[config.mk]
export PLATFORM = sky130hd
export DESIGN_NAME = reset_seq_gen_flat
export DESIGN_NICKNAME = d
export VERILOG_FILES = /design/src/rtl/reset_seq_gen_if.sv /design/src/rtl/reset_seq_gen.sv /design/src/flat_wrapper.sv
export SDC_FILE = /design/constraint.sdc
export NUM_CORES = 1
export LEC_CHECK = 0
export ABC_CLOCK_PERIOD_IN_PS = 2400
export CORE_AREA = 4 4 46 48
export CTS_BUF_LIST = sky130_fd_sc_hd__clkbuf_4 sky130_fd_sc_hd__clkbuf_8 sky130_fd_sc_hd__clkbuf_16
export CTS_CLUSTER_DIAMETER = 30
export CTS_CLUSTER_SIZE = 28
export DETAILED_ROUTE_END_ITERATION = 10
export DIE_AREA = 0 0 50 52
export PLACE_DENSITY = 0.72
export RECOVER_POWER = 50
export SLEW_MARGIN = 10
export SYNTH_ARGS = -nofsm -noshare
export SYNTH_HDL_FRONTEND = slang
export SYNTH_SLANG_ARGS = --single-unit
export TNS_END_PERCENT = 10
[constraint.sdc]
create_clock -name clk -period 2.4 [get_ports clk]
set_clock_uncertainty 0.2 [all_clocks]
set_input_delay 0.36 -clock clk [delete_from_list [all_inputs] [get_ports clk]]
set_output_delay 0.36 -clock clk [all_outputs]
set_load 0.03 [all_outputs]
[src/rtl/reset_seq_gen_if.sv]
// Bundles the UART trigger inputs, reset requests and reset outputs of reset_seq_gen.
// The master side drives the requests and observes the resets.
interface reset_seq_gen_if #(
    parameter int NCH = 2
);
    logic           bu_rx_data_rdy;
    logic [7:0]     bu_rx_data;
    logic           ext_rst;
    logic           tb_sim_rst;
    logic [NCH-1:0] rst;
    logic           rst_done;
    logic           rst_busy;
    logic [1:0]     rst_cause;

    modport master (
        output bu_rx_data_rdy, bu_rx_data, ext_rst, tb_sim_rst,
        input  rst, rst_done, rst_busy, rst_cause
    );

    modport slave (
        input  bu_rx_data_rdy, bu_rx_data, ext_rst, tb_sim_rst,
        output rst, rst_done, rst_busy, rst_cause
    );
endinterface

[src/rtl/reset_seq_gen.sv]
// Multi-channel reset generator: power-on, UART key run, external and simulation triggers,
// programmable hold time and staggered per-channel release.
module reset_seq_gen #(
    parameter int         NCH         = 2,
    parameter int         HOLD_CYCLES = 16,
    parameter int         STAGGER     = 4,
    parameter logic [7:0] TRIG_CHAR   = 8'h1b,
    parameter int         TRIG_COUNT  = 1
) (
    input  logic         clk,
    input  logic         resetq,
    reset_seq_gen_if.slave bus
);
    localparam int FINAL = HOLD_CYCLES + (NCH - 1) * STAGGER;
    localparam int CNT_W = $clog2(FINAL + 1);
    localparam int MW    = $clog2(TRIG_COUNT + 1);
    localparam logic [CNT_W-1:0] CNT_LAST   = CNT_W'(FINAL);
    localparam logic [CNT_W-1:0] CNT_HOLD   = CNT_W'(HOLD_CYCLES);
    localparam logic [MW-1:0]    MATCH_LAST = MW'(TRIG_COUNT - 1);

    typedef enum logic [1:0] {ST_IDLE, ST_ASSERT, ST_STAGGER} state_t;

    state_t         state_reg, state_next;
    logic [CNT_W-1:0] cnt_reg, cnt_next, cnt_inc;
    logic [MW-1:0]  match_reg, match_next;
    logic [NCH-1:0] rst_reg, rst_next, rel_hit;
    logic           done_reg, done_next;
    logic           busy_reg, busy_next;
    logic [1:0]     cause_reg, cause_next;
    logic           key_fire, req, fire;

    assign req     = bus.ext_rst | bus.tb_sim_rst;
    assign fire    = key_fire | req;
    assign cnt_inc = (cnt_reg == CNT_LAST) ? cnt_reg : cnt_reg + CNT_W'(1);

    // Channel gi releases when the incremented count reaches its own threshold.
    generate
        for (genvar gi = 0; gi < NCH; gi++) begin : g_rel
            localparam int REL = HOLD_CYCLES + gi * STAGGER;
            assign rel_hit[gi] = (cnt_inc == CNT_W'(REL));
        end
    endgenerate

    always_comb begin
        key_fire   = 1'b0;
        match_next = match_reg;
        if (bus.bu_rx_data_rdy) begin
            if (bus.bu_rx_data == TRIG_CHAR) begin
                if (match_reg == MATCH_LAST) begin
                    key_fire   = 1'b1;
                    match_next = '0;
                end else begin
                    match_next = match_reg + MW'(1);
                end
            end else begin
                match_next = '0;
            end
        end
    end

    always_comb begin
        state_next = state_reg;
        cnt_next   = cnt_reg;
        rst_next   = rst_reg;
        done_next  = 1'b0;
        cause_next = cause_reg;
        if (fire) begin
            state_next = ST_ASSERT;
            cnt_next   = '0;
            rst_next   = '1;
            cause_next = req ? 2'b10 : 2'b01;
        end else begin
            case (state_reg)
                ST_ASSERT, ST_STAGGER: begin
                    cnt_next = cnt_inc;
                    rst_next = rst_reg & ~rel_hit;
                    if (rst_reg[NCH-1] && rel_hit[NCH-1]) begin
                        done_next  = 1'b1;
                        state_next = ST_IDLE;
                    end else if (cnt_inc >= CNT_HOLD) begin
                        state_next = ST_STAGGER;
                    end else begin
                        state_next = ST_ASSERT;
                    end
                end
                default: state_next = ST_IDLE;
            endcase
        end
        busy_next = |rst_next;
    end

    always_ff @(posedge clk or negedge resetq) begin
        if (!resetq) begin
            state_reg <= ST_ASSERT;
            cnt_reg   <= '0;
            match_reg <= '0;
            rst_reg   <= '1;
            done_reg  <= 1'b0;
            busy_reg  <= 1'b1;
            cause_reg <= 2'b00;
        end else begin
            state_reg <= state_next;
            cnt_reg   <= cnt_next;
            match_reg <= match_next;
            rst_reg   <= rst_next;
            done_reg  <= done_next;
            busy_reg  <= busy_next;
            cause_reg <= cause_next;
        end
    end

    assign bus.rst       = rst_reg;
    assign bus.rst_done  = done_reg;
    assign bus.rst_busy  = busy_reg;
    assign bus.rst_cause = cause_reg;
endmodule

[src/flat_wrapper.sv]
// flat-port wrapper written by rule: the top's interface ports become plain ports
module reset_seq_gen_flat 
#(
    parameter int         NCH         = 2,
    parameter int         HOLD_CYCLES = 16,
    parameter int         STAGGER     = 4,
    parameter logic [7:0] TRIG_CHAR   = 8'h1b,
    parameter int         TRIG_COUNT  = 1
)
  (clk, resetq, bus_bu_rx_data_rdy, bus_bu_rx_data, bus_ext_rst, bus_tb_sim_rst, bus_rst, bus_rst_done, bus_rst_busy, bus_rst_cause);
  reset_seq_gen_if #(.NCH(NCH)) bus_i ();
  input  logic clk;
  input  logic resetq;
  input wire logic [$bits(bus_i.bu_rx_data_rdy)-1:0] bus_bu_rx_data_rdy;
  input wire logic [$bits(bus_i.bu_rx_data)-1:0] bus_bu_rx_data;
  input wire logic [$bits(bus_i.ext_rst)-1:0] bus_ext_rst;
  input wire logic [$bits(bus_i.tb_sim_rst)-1:0] bus_tb_sim_rst;
  output wire logic [$bits(bus_i.rst)-1:0] bus_rst;
  output wire logic [$bits(bus_i.rst_done)-1:0] bus_rst_done;
  output wire logic [$bits(bus_i.rst_busy)-1:0] bus_rst_busy;
  output wire logic [$bits(bus_i.rst_cause)-1:0] bus_rst_cause;
  assign bus_i.bu_rx_data_rdy = bus_bu_rx_data_rdy;
  assign bus_i.bu_rx_data = bus_bu_rx_data;
  assign bus_i.ext_rst = bus_ext_rst;
  assign bus_i.tb_sim_rst = bus_tb_sim_rst;
  assign bus_rst = bus_i.rst;
  assign bus_rst_done = bus_i.rst_done;
  assign bus_rst_busy = bus_i.rst_busy;
  assign bus_rst_cause = bus_i.rst_cause;
  reset_seq_gen #(.NCH(NCH), .HOLD_CYCLES(HOLD_CYCLES), .STAGGER(STAGGER), .TRIG_CHAR(TRIG_CHAR), .TRIG_COUNT(TRIG_COUNT)) u_core (.clk(clk), .resetq(resetq), .bus(bus_i));
endmodule
# Yosys cells after proc, flatten, opt, wreduce, memory -nomap -nowiden
# Index checks and enable logic that the tools add are counted.
# totals
regBits	14
in_bits	13
out_inout_bits	6
elab_cells	42
# classes
n_addsub	2
order_cmp	1
eq_ne	6
muxes	18
bitwise_logic	4
reduce_logical	4
# op_table
cell	count
$eq A5 B5 Y1 const B	3
$mux W5	3
$mux W2	7
$eq A8 B5 Y1 const B	1
$mux W1	8
$add A5 B1 Y5 const B	1
$ge A5 B5 Y1 const B	1
$reduce_or A2 Y1	2
$and A2 B2 Y2	1
$eq A2 B1 Y1 const B	1
$eq A2 B2 Y1 const B	1
$not A2 Y2	1
$or A1 B1 Y1	2
$reduce_bool A2 Y1	1
$add A1 B1 Y1 const B	1
$logic_and A1 B1 Y1	1

# Depth between registers and ports, before layout
# Gate-level depths: netlist of the first run.
# logic_depth
depth_word	8
mapped_depth	6
depth_no_buf	6

# Worst setup path after synthesis of the first run
# No wires, ideal clock.
# synth_timing
path_type	reg2reg
startpoint	register u_core.cnt_reg[0]
endpoint	register u_core.busy_reg (netlist: u_core.bus.rst_busy)
t_arrival_ns	1.650
required_ns	2.099
path_slack_ns	0.450
path_stages_with_launch	6
n_path_buf	0
synth_period_minus_slack_ns	1.950
path_cell_list	dfrtp_1 ha_1 and4_4 a2111o_1 o41ai_2 o211ai_1
# synth_between
elab_chain_len	8
elab_cells_between_ends	10
# synth_lines
element	line_no	rtl
start: declaration	reset_seq_gen.sv:24	logic [CNT_W-1:0] cnt_reg, cnt_next, cnt_inc;
start signal: assignment	reset_seq_gen.sv:103	cnt_reg <= cnt_next;
$add A5 B1 Y5 or $eq A5 B5 Y1 (tied branches)	reset_seq_gen.sv:34	assign cnt_inc = (cnt_reg == CNT_LAST) ? cnt_reg : cnt_reg + CNT_W'(1);
$mux W5 *	reset_seq_gen.sv:34	
$eq A5 B5 Y1	reset_seq_gen.sv:40	assign rel_hit[gi] = (cnt_inc == CNT_W'(REL));
$not A2 Y2 *	reset_seq_gen.sv:76	rst_next = rst_reg & ~rel_hit;
$and A2 B2 Y2 *	reset_seq_gen.sv:76	
$mux W2 *	reset_seq_gen.sv:73	case (state_reg)
$mux W2 *	reset_seq_gen.sv:67	if (fire) begin
$reduce_or A2 Y1 *	reset_seq_gen.sv:89	busy_next = |rst_next;
named net u_core.busy_next	reset_seq_gen.sv:28	logic busy_reg, busy_next;
end signal: assignment	reset_seq_gen.sv:107	busy_reg <= busy_next;
end: declaration	reset_seq_gen.sv:28	
# The timed path passes the listed nets; every way through them passes the cells marked *.
# A chain may end at the register's enable or synchronous reset.

# Final worst setup path of the first run
# layout_timing
startpoint	input bus_bu_rx_data[3]
endpoint	register u_core.cnt_reg[4]
# layout_between
elab_chain_len	5
elab_cells_between_ends	6
# layout_lines
element	line_no	rtl
start: declaration	flat_wrapper.sv:15	input wire logic [$bits(bus_i.bu_rx_data)-1:0] bus_bu_rx_data;
$eq A8 B5 Y1 *	reset_seq_gen.sv:48	if (bus.bu_rx_data == TRIG_CHAR) begin
$mux W1 *	reset_seq_gen.sv:48	
$mux W1 *	reset_seq_gen.sv:47	if (bus.bu_rx_data_rdy) begin
$or A1 B1 Y1 *	reset_seq_gen.sv:33	assign fire = key_fire | req;
$mux W5 or $reduce_bool A2 Y1 (tied branches)	n/a	
# Every way passes the cells marked *; elsewhere a longest branch is shown, timed or not.

==> impl_metrics.py, run 1 <==
metrics = {
    "drt": {
        "dr.first_iter.drc_count": 17,
        "postRouteAntennaNets": 0,
        "vias_per_cell": 5.18,
        "avgRoutedWirePerCell_um": 12.6,
        "route.detailed.drc": 0,
        "dr.pass1.iters": 4,
        "vias": 622,
        "finalWirelength_um": 1510,
    },
    "status": {
        "status": "finished, final reports clean",
    },
    "sta": {
        "rsz0062_at_grt": "false",
        "hold_slack_ns": 0.278,
        "finalCritPeriodShare_pct": 85.5,
        "tns_ns": 0,
        "fmax_mhz": 487,
        "worstMarginPinSlew_ns": 0.589,
        "maxSlewViolCount": 0,
        "min_period_ns": 2.05,
        "finalHoldViolCount": 0,
        "max_slew_margin_pct": 60.6,
        "setup_viol": 0,
    },
    "synth": {
        "netlist_area_um2": 742,
        "synth.distinct_cells": 35,
        "syn_nets": 89,
        "synth_area_per_cell_um2": 10.0,
        "yosys.area_share.xor_xnor_pct": 4.72,
        "synth_area_leaders": "dfrtp_1 30%, dfstp_2 14%, a21oi_1 4.7%",
        "yosys.area.top_type": "dfrtp_1",
        "ys_warn_count": 0,
        "synth_compound_area_share_pct": 17.4,
        "synthMuxAreaShare_pct": 2.70,
        "synth-simple-area-share_pct": 23.1,
        "synth-seq-cells": 13,
        "ys_seq_area_share_pct": 44.5,
        "syn_inst": 74,
        "synth-adder-area-share_pct": 3.37,
        "synth_top_area_share_pct": 30.4,
        "synth_top_family_by_area": "simple AND/OR/NAND/NOR gates",
    },
    "placement": {
        "dp_hpwl_um": 1210,
        "gp_congestion": 0.845,
        "io_buffers": 18,
    },
    "worst_setup_path": {
        "critPathMaxFanout": 5,
        "cp.required_ns": 2.34,
        "cp.arrival_ns": 1.99,
        "cpMaxStageDelayCell": "dlygate4sd3_1",
        "cp_cell_sequence": "dlygate4sd3_1 > or3b_2 > o31ai_1 > clkbuf_1 > a21oi_1",
        "max_stage_delay_ns": 0.51,
        "cp-start-kind": "input pin",
        "criticalPathCategory": "input pin to register",
        "critPathCaptureType": "register",
    },
    "cells_and_area": {
        "mostFrequentLayoutCells": "16 x clkdlybuf4s50_1, 9 x dfrtp_1, 7 x a21oi_1, 6 x nand2_1",
        "final_common_cell": "clkdlybuf4s50_1",
        "syn2layout_area_growth_pct": 30.2,
        "utilization_pct": 56.6,
        "drive_above_1_share_pct": 14.7,
        "largest_register_ffs": 5,
        "n_fill_cell": 159,
        "final_nets": 111,
        "antenna_cells": 0,
    },
    "die": {
        "core_um2": 1710,
        "die_h_um": 52,
        "die_x_um": 50,
        "start_util_pct": 43.4,
        "rows": 15,
        "ios": 19,
        "die_area_um2": 2600,
    },
    "clock_network": {
        "clkTransAtPathRegs_ns": 0.08,
        "numCtsBuffers": 3,
        "cts_max_level": 1,
        "holdBufCountCts": 0,
        "cts.sinks": 13,
        "post_cts_buffers": 0,
        "cts_resized": 0,
        "clock_latency_ns": 0.27,
        "cts_buffer_depth": 2,
        "root_buffer": "clkbuf_4",
        "tritoncts": "done",
    },
    "global_routing": {
        "grt_remaining_overflow": 0,
        "met3_usage_pct": 4.01,
        "antenna_found_initial": 0,
        "grt_use_met1_pct": 15.2,
        "grt_pass1_vias": 558,
        "grtUsageTotal_pct": 12.7,
        "met2_usage_pct": 20.2,
        "busiest_layer": "met2",
        "grt_pass1_wl_um": 2410,
        "grt_max_degree": 14,
    },
    "power_and_ir_drop": {
        "ir_drop_mv": 0.236,
        "p_leak_uw": 0.000387,
        "power.density_nw_per_um2": 420,
    },
    "hold_path": {
        "worstHoldPathType": "register to register",
    },
    "flow_run": {
        "maxCapViolations": 0,
    },
}
layout make-up:
cell class	instances	area, µm²	area share, %
multi-input combinational	55	375	38.9
sequential	13	330	34.2
timing repair buffer	19	184	19.0
tap	25	31.3	3.24
clock buffer	4	30.0	3.11
inverter	4	15.0	1.55
path summary, 6_finish.rpt:
| kind | startpoint | end | slack [ns] | cells after the start |
|---|---|---|---|---|
| setup / recovery | bus_bu_rx_data[3] | u_core.cnt_reg[4] | 0.35 | 5 |
| hold / removal | u_core.bus.rst[0] | u_core.bus.rst[0] | 0.28 | 2 |
| setup reg to reg | u_core.cnt_reg[0] | u_core.bus.rst[1] | 0.35 | 6 |
| hold reg to reg | u_core.bus.rst[0] | u_core.bus.rst[0] | 0.28 | 2 |
| max in group asynchronous | resetq | u_core.cnt_reg[3] | 1.29 | 1 |
| min in group asynchronous | resetq | u_core.state_reg[1] | 0.32 | 1 |
metal layers:
metal	part of all wire [%]	routed length, µm
met1	44	661
met2	50	763
met3	5.8	87
met4	0	0
met5	0	0
kinds of logic (layout without fill, tap and decap cells):
kind of cell | after synthesis | after routing
multiplexers | 2 | 2
adder cells (fa/ha/maj) | 2 | 2
XOR/XNOR | 4 | 4
AND/OR/NAND/NOR | 28 | 28
buffers and inverters | 6 | 27
AO/OA/AOI/OAI | 19 | 19
flip-flops | 13 | 13
report_power, final:
| part | switching (µW) | internal (µW) |
|---|---|---|
| combinational | 17.0 | 24.0 |
| sequential | 2.22 | 221 |
| clock | 65.8 | 75.7 |
synthesized netlist by cell type, drive strengths merged:
cell type,number
and2,1
o21a,1
or2,1
o22ai,1
dfstp,4
a211oi,1
xnor2,3
xor2,1
o41ai,1
mux2i,2
ha,2
nor3,2
and4,1
nand4bb,1
and4b,1
buf,2
a2111o,1
o31ai,1
nor2,5
dfrtp,9
inv,4
o21ai,5
nand2b,1
nand3b,1
a21oi,7
nand4b,1
and4bb,1
or3b,1
nor2b,2
nand2,6
or3,2
nand3,1
o211ai,1
through the flow:
| step | total power [µW] | setup WS [ns] | instance area, µm² | std cells |
|---|---|---|---|---|
| floorplan | 242 | 0.450 | 742 | 74 |
| global placement | 269 | 0.301 | 945 | 116 |
| detailed placement | 271 | 0.287 | 945 | 116 |
| CTS | 416 | 0.339 | 975 | 120 |
| global route | 427 | 0.196 | 966 | 120 |
| finish | 406 | 0.347 | 966 | 120 |
worst max-delay path: cells and delay by family:
kind	cells	cell delay (ns)
AO/OA/AOI/OAI	2	0.41
buffers and inverters	2	0.77
AND/OR/NAND/NOR	1	0.45
No activity file was read; power rests on OpenSTA's default activity.
==> run 2: changes to the inputs <==
==> constraint.sdc (replaced) <==
create_clock -name clk -period 2.4 [get_ports clk]
set_clock_uncertainty 0.2 [all_clocks]
set_input_delay 0.48 -clock clk [delete_from_list [all_inputs] [get_ports clk]]
set_output_delay 0.48 -clock clk [all_outputs]
set_load 0.03 [all_outputs]
==> run 2 against run 1 <==
Net effect: register-to-register slack lost 0.08 ns; utilization is 0.22 points higher; wire length decreased by 1.5%; total power grew 1.6%; first-iteration DRC count decreased by 47%; critical endpoint is now bus_rst[0]; largest cell class unchanged; largest power group unchanged; highest routed layer is now met4.
==> impl_metrics.py, run 2 (same netlist as run 1, synthesis figures left out) <==
metrics = {
    "status": {
        "status": "finished, final reports clean",
    },
    "cells_and_area": {
        "mostFrequentLayoutCells": "16 x clkdlybuf4s50_1, 9 x dfrtp_1, 7 x a21oi_1, 6 x nand2_1",
        "final_common_cell": "clkdlybuf4s50_1",
        "syn2layout_area_growth_pct": 30.7,
        "largest_register_ffs": 5,
        "utilization_pct": 56.8,
        "final_nets": 111,
        "fin_area_um2": 970,
        "antenna_cells": 0,
        "drive_above_1_share_pct": 15.8,
    },
    "sta": {
        "maxSlewViolCount": 0,
        "fmax_mhz": 462,
        "finalCritPeriodShare_pct": 90.2,
        "setup_viol": 0,
        "hold_slack_ns": 0.283,
        "max_slew_margin_pct": 61.4,
        "tns_ns": 0,
        "worstMarginPinSlew_ns": 0.577,
        "finalHoldViolCount": 0,
        "worst_slack_ns": 0.235,
        "rsz0062_at_grt": "false",
        "min_period_ns": 2.17,
    },
    "drt": {
        "finalWirelength_um": 1490,
        "dr.first_iter.drc_count": 9,
        "dr.pass1.iters": 4,
        "route.detailed.drc": 0,
        "vias_per_cell": 5.24,
        "postRouteAntennaNets": 0,
        "vias": 629,
        "avgRoutedWirePerCell_um": 12.4,
    },
    "worst_setup_path": {
        "cp.arrival_ns": 1.49,
        "critPathCaptureType": "output port",
        "max_stage_delay_ns": 0.66,
        "cpMaxStageDelayCell": "clkdlybuf4s50_1",
        "criticalPathCategory": "register to output port",
        "cp-start-kind": "register",
        "critPathMaxFanout": 2,
        "path_buf_inv": 1,
        "cp_cell_sequence": "clkdlybuf4s50_1",
        "critical-path-top-delay-family": "buffers and inverters",
        "cp.required_ns": 1.72,
    },
    "die": {
        "rows": 15,
        "die_area_um2": 2600,
        "die_x_um": 50,
        "core_um2": 1710,
        "ios": 19,
        "die_h_um": 52,
        "start_util_pct": 43.4,
    },
    "placement": {
        "gp_congestion": 0.787,
        "dp_hpwl_um": 1230,
        "place_ws_ns": 0.172,
        "dpl-instance-area_um2": 945,
        "io_buffers": 18,
    },
    "clock_network": {
        "cts.sinks": 13,
        "cts_buffer_depth": 2,
        "clock_latency_ns": 0.28,
        "cts_max_level": 1,
        "post_cts_buffers": 0,
        "holdBufCountCts": 0,
        "numCtsBuffers": 3,
        "clkTransAtPathRegs_ns": 0.08,
        "root_buffer": "clkbuf_4",
        "cts_resized": 0,
        "tritoncts": "done",
    },
    "global_routing": {
        "antenna_found_initial": 0,
        "grt_pass1_wl_um": 2640,
        "grt_pass1_vias": 664,
        "grt_remaining_overflow": 0,
        "grtUsageTotal_pct": 13.3,
        "grt_max_degree": 14,
    },
    "power_and_ir_drop": {
        "power.density_nw_per_um2": 425,
        "ir_drop_mv": 0.321,
        "power_switching_uw": 90.8,
        "p_leak_uw": 0.000390,
        "p_int_uw": 321,
        "combPwrFrac_pct": 9.9,
        "power_frac_seq_pct": 54.1,
        "p_clk_share_pct": 35.9,
        "switching_share_pct": 22.0,
    },
    "flow_run": {
        "maxCapViolations": 0,
    },
    "hold_path": {
        "worstHoldPathType": "register to register",
    },
}
[run 2: cell count changes in the layout (fill, tap and decap cells not counted), sizes merged]
cell / change
buf: +1
clkbuf: -1
[run 2: final timing paths]
path	start	endpoint	slack, ns	cells after the start
worst min register to register	u_core.bus.rst[0]	u_core.bus.rst[0]	0.28	2
worst min-delay path	u_core.bus.rst[0]	u_core.bus.rst[0]	0.28	2
worst max register to register	u_core.cnt_reg[0]	u_core.bus.rst_busy	0.27	5
max in group asynchronous	resetq	u_core.state_reg[0]	1.19	1
min in group asynchronous	resetq	u_core.cnt_reg[4]	0.43	1
worst max-delay path	u_core.bus.rst[0]	bus_rst[0]	0.23	1
[run 2: power groups by stage]
| stage | registers (µW) | logic (µW) | clock network, µW |
|---|---|---|---|
| global placement | 227 | 42.3 | 0 |
| global route | 223 | 46.7 | 158 |
| finish | 223 | 41.0 | 148 |
| CTS | 223 | 43.3 | 147 |
| floorplan | 227 | 15.0 | 0 |
| detailed placement | 227 | 43.2 | 0 |
[run 2: routing by layer]
layer / global-route usage (%) / vias up / routed length [µm]
li1: - / 309 / -
met2: 24.8 / 18 / 739
met3: 3.72 / 5 / 97
met4: 4.15 / 0 / 21
met1: 14.3 / 297 / 631
met5: 0 / - / 0
[run 2: stage by stage]
step / total power (µW) / instances
after floorplan: 242 / 74
after global placement: 269 / 116
after detailed placement: 270 / 116
after CTS: 413 / 120
after global routing: 428 / 120
final: 412 / 120
[run 2: cell type report]
cell class / count / area (µm²)
inverter: 4 / 15.0
fill: 157 / 738
tap: 25 / 31.3
multi-input combinational: 55 / 375
sequential: 13 / 330
clock buffer: 4 / 30.0
timing repair buffer: 19 / 188
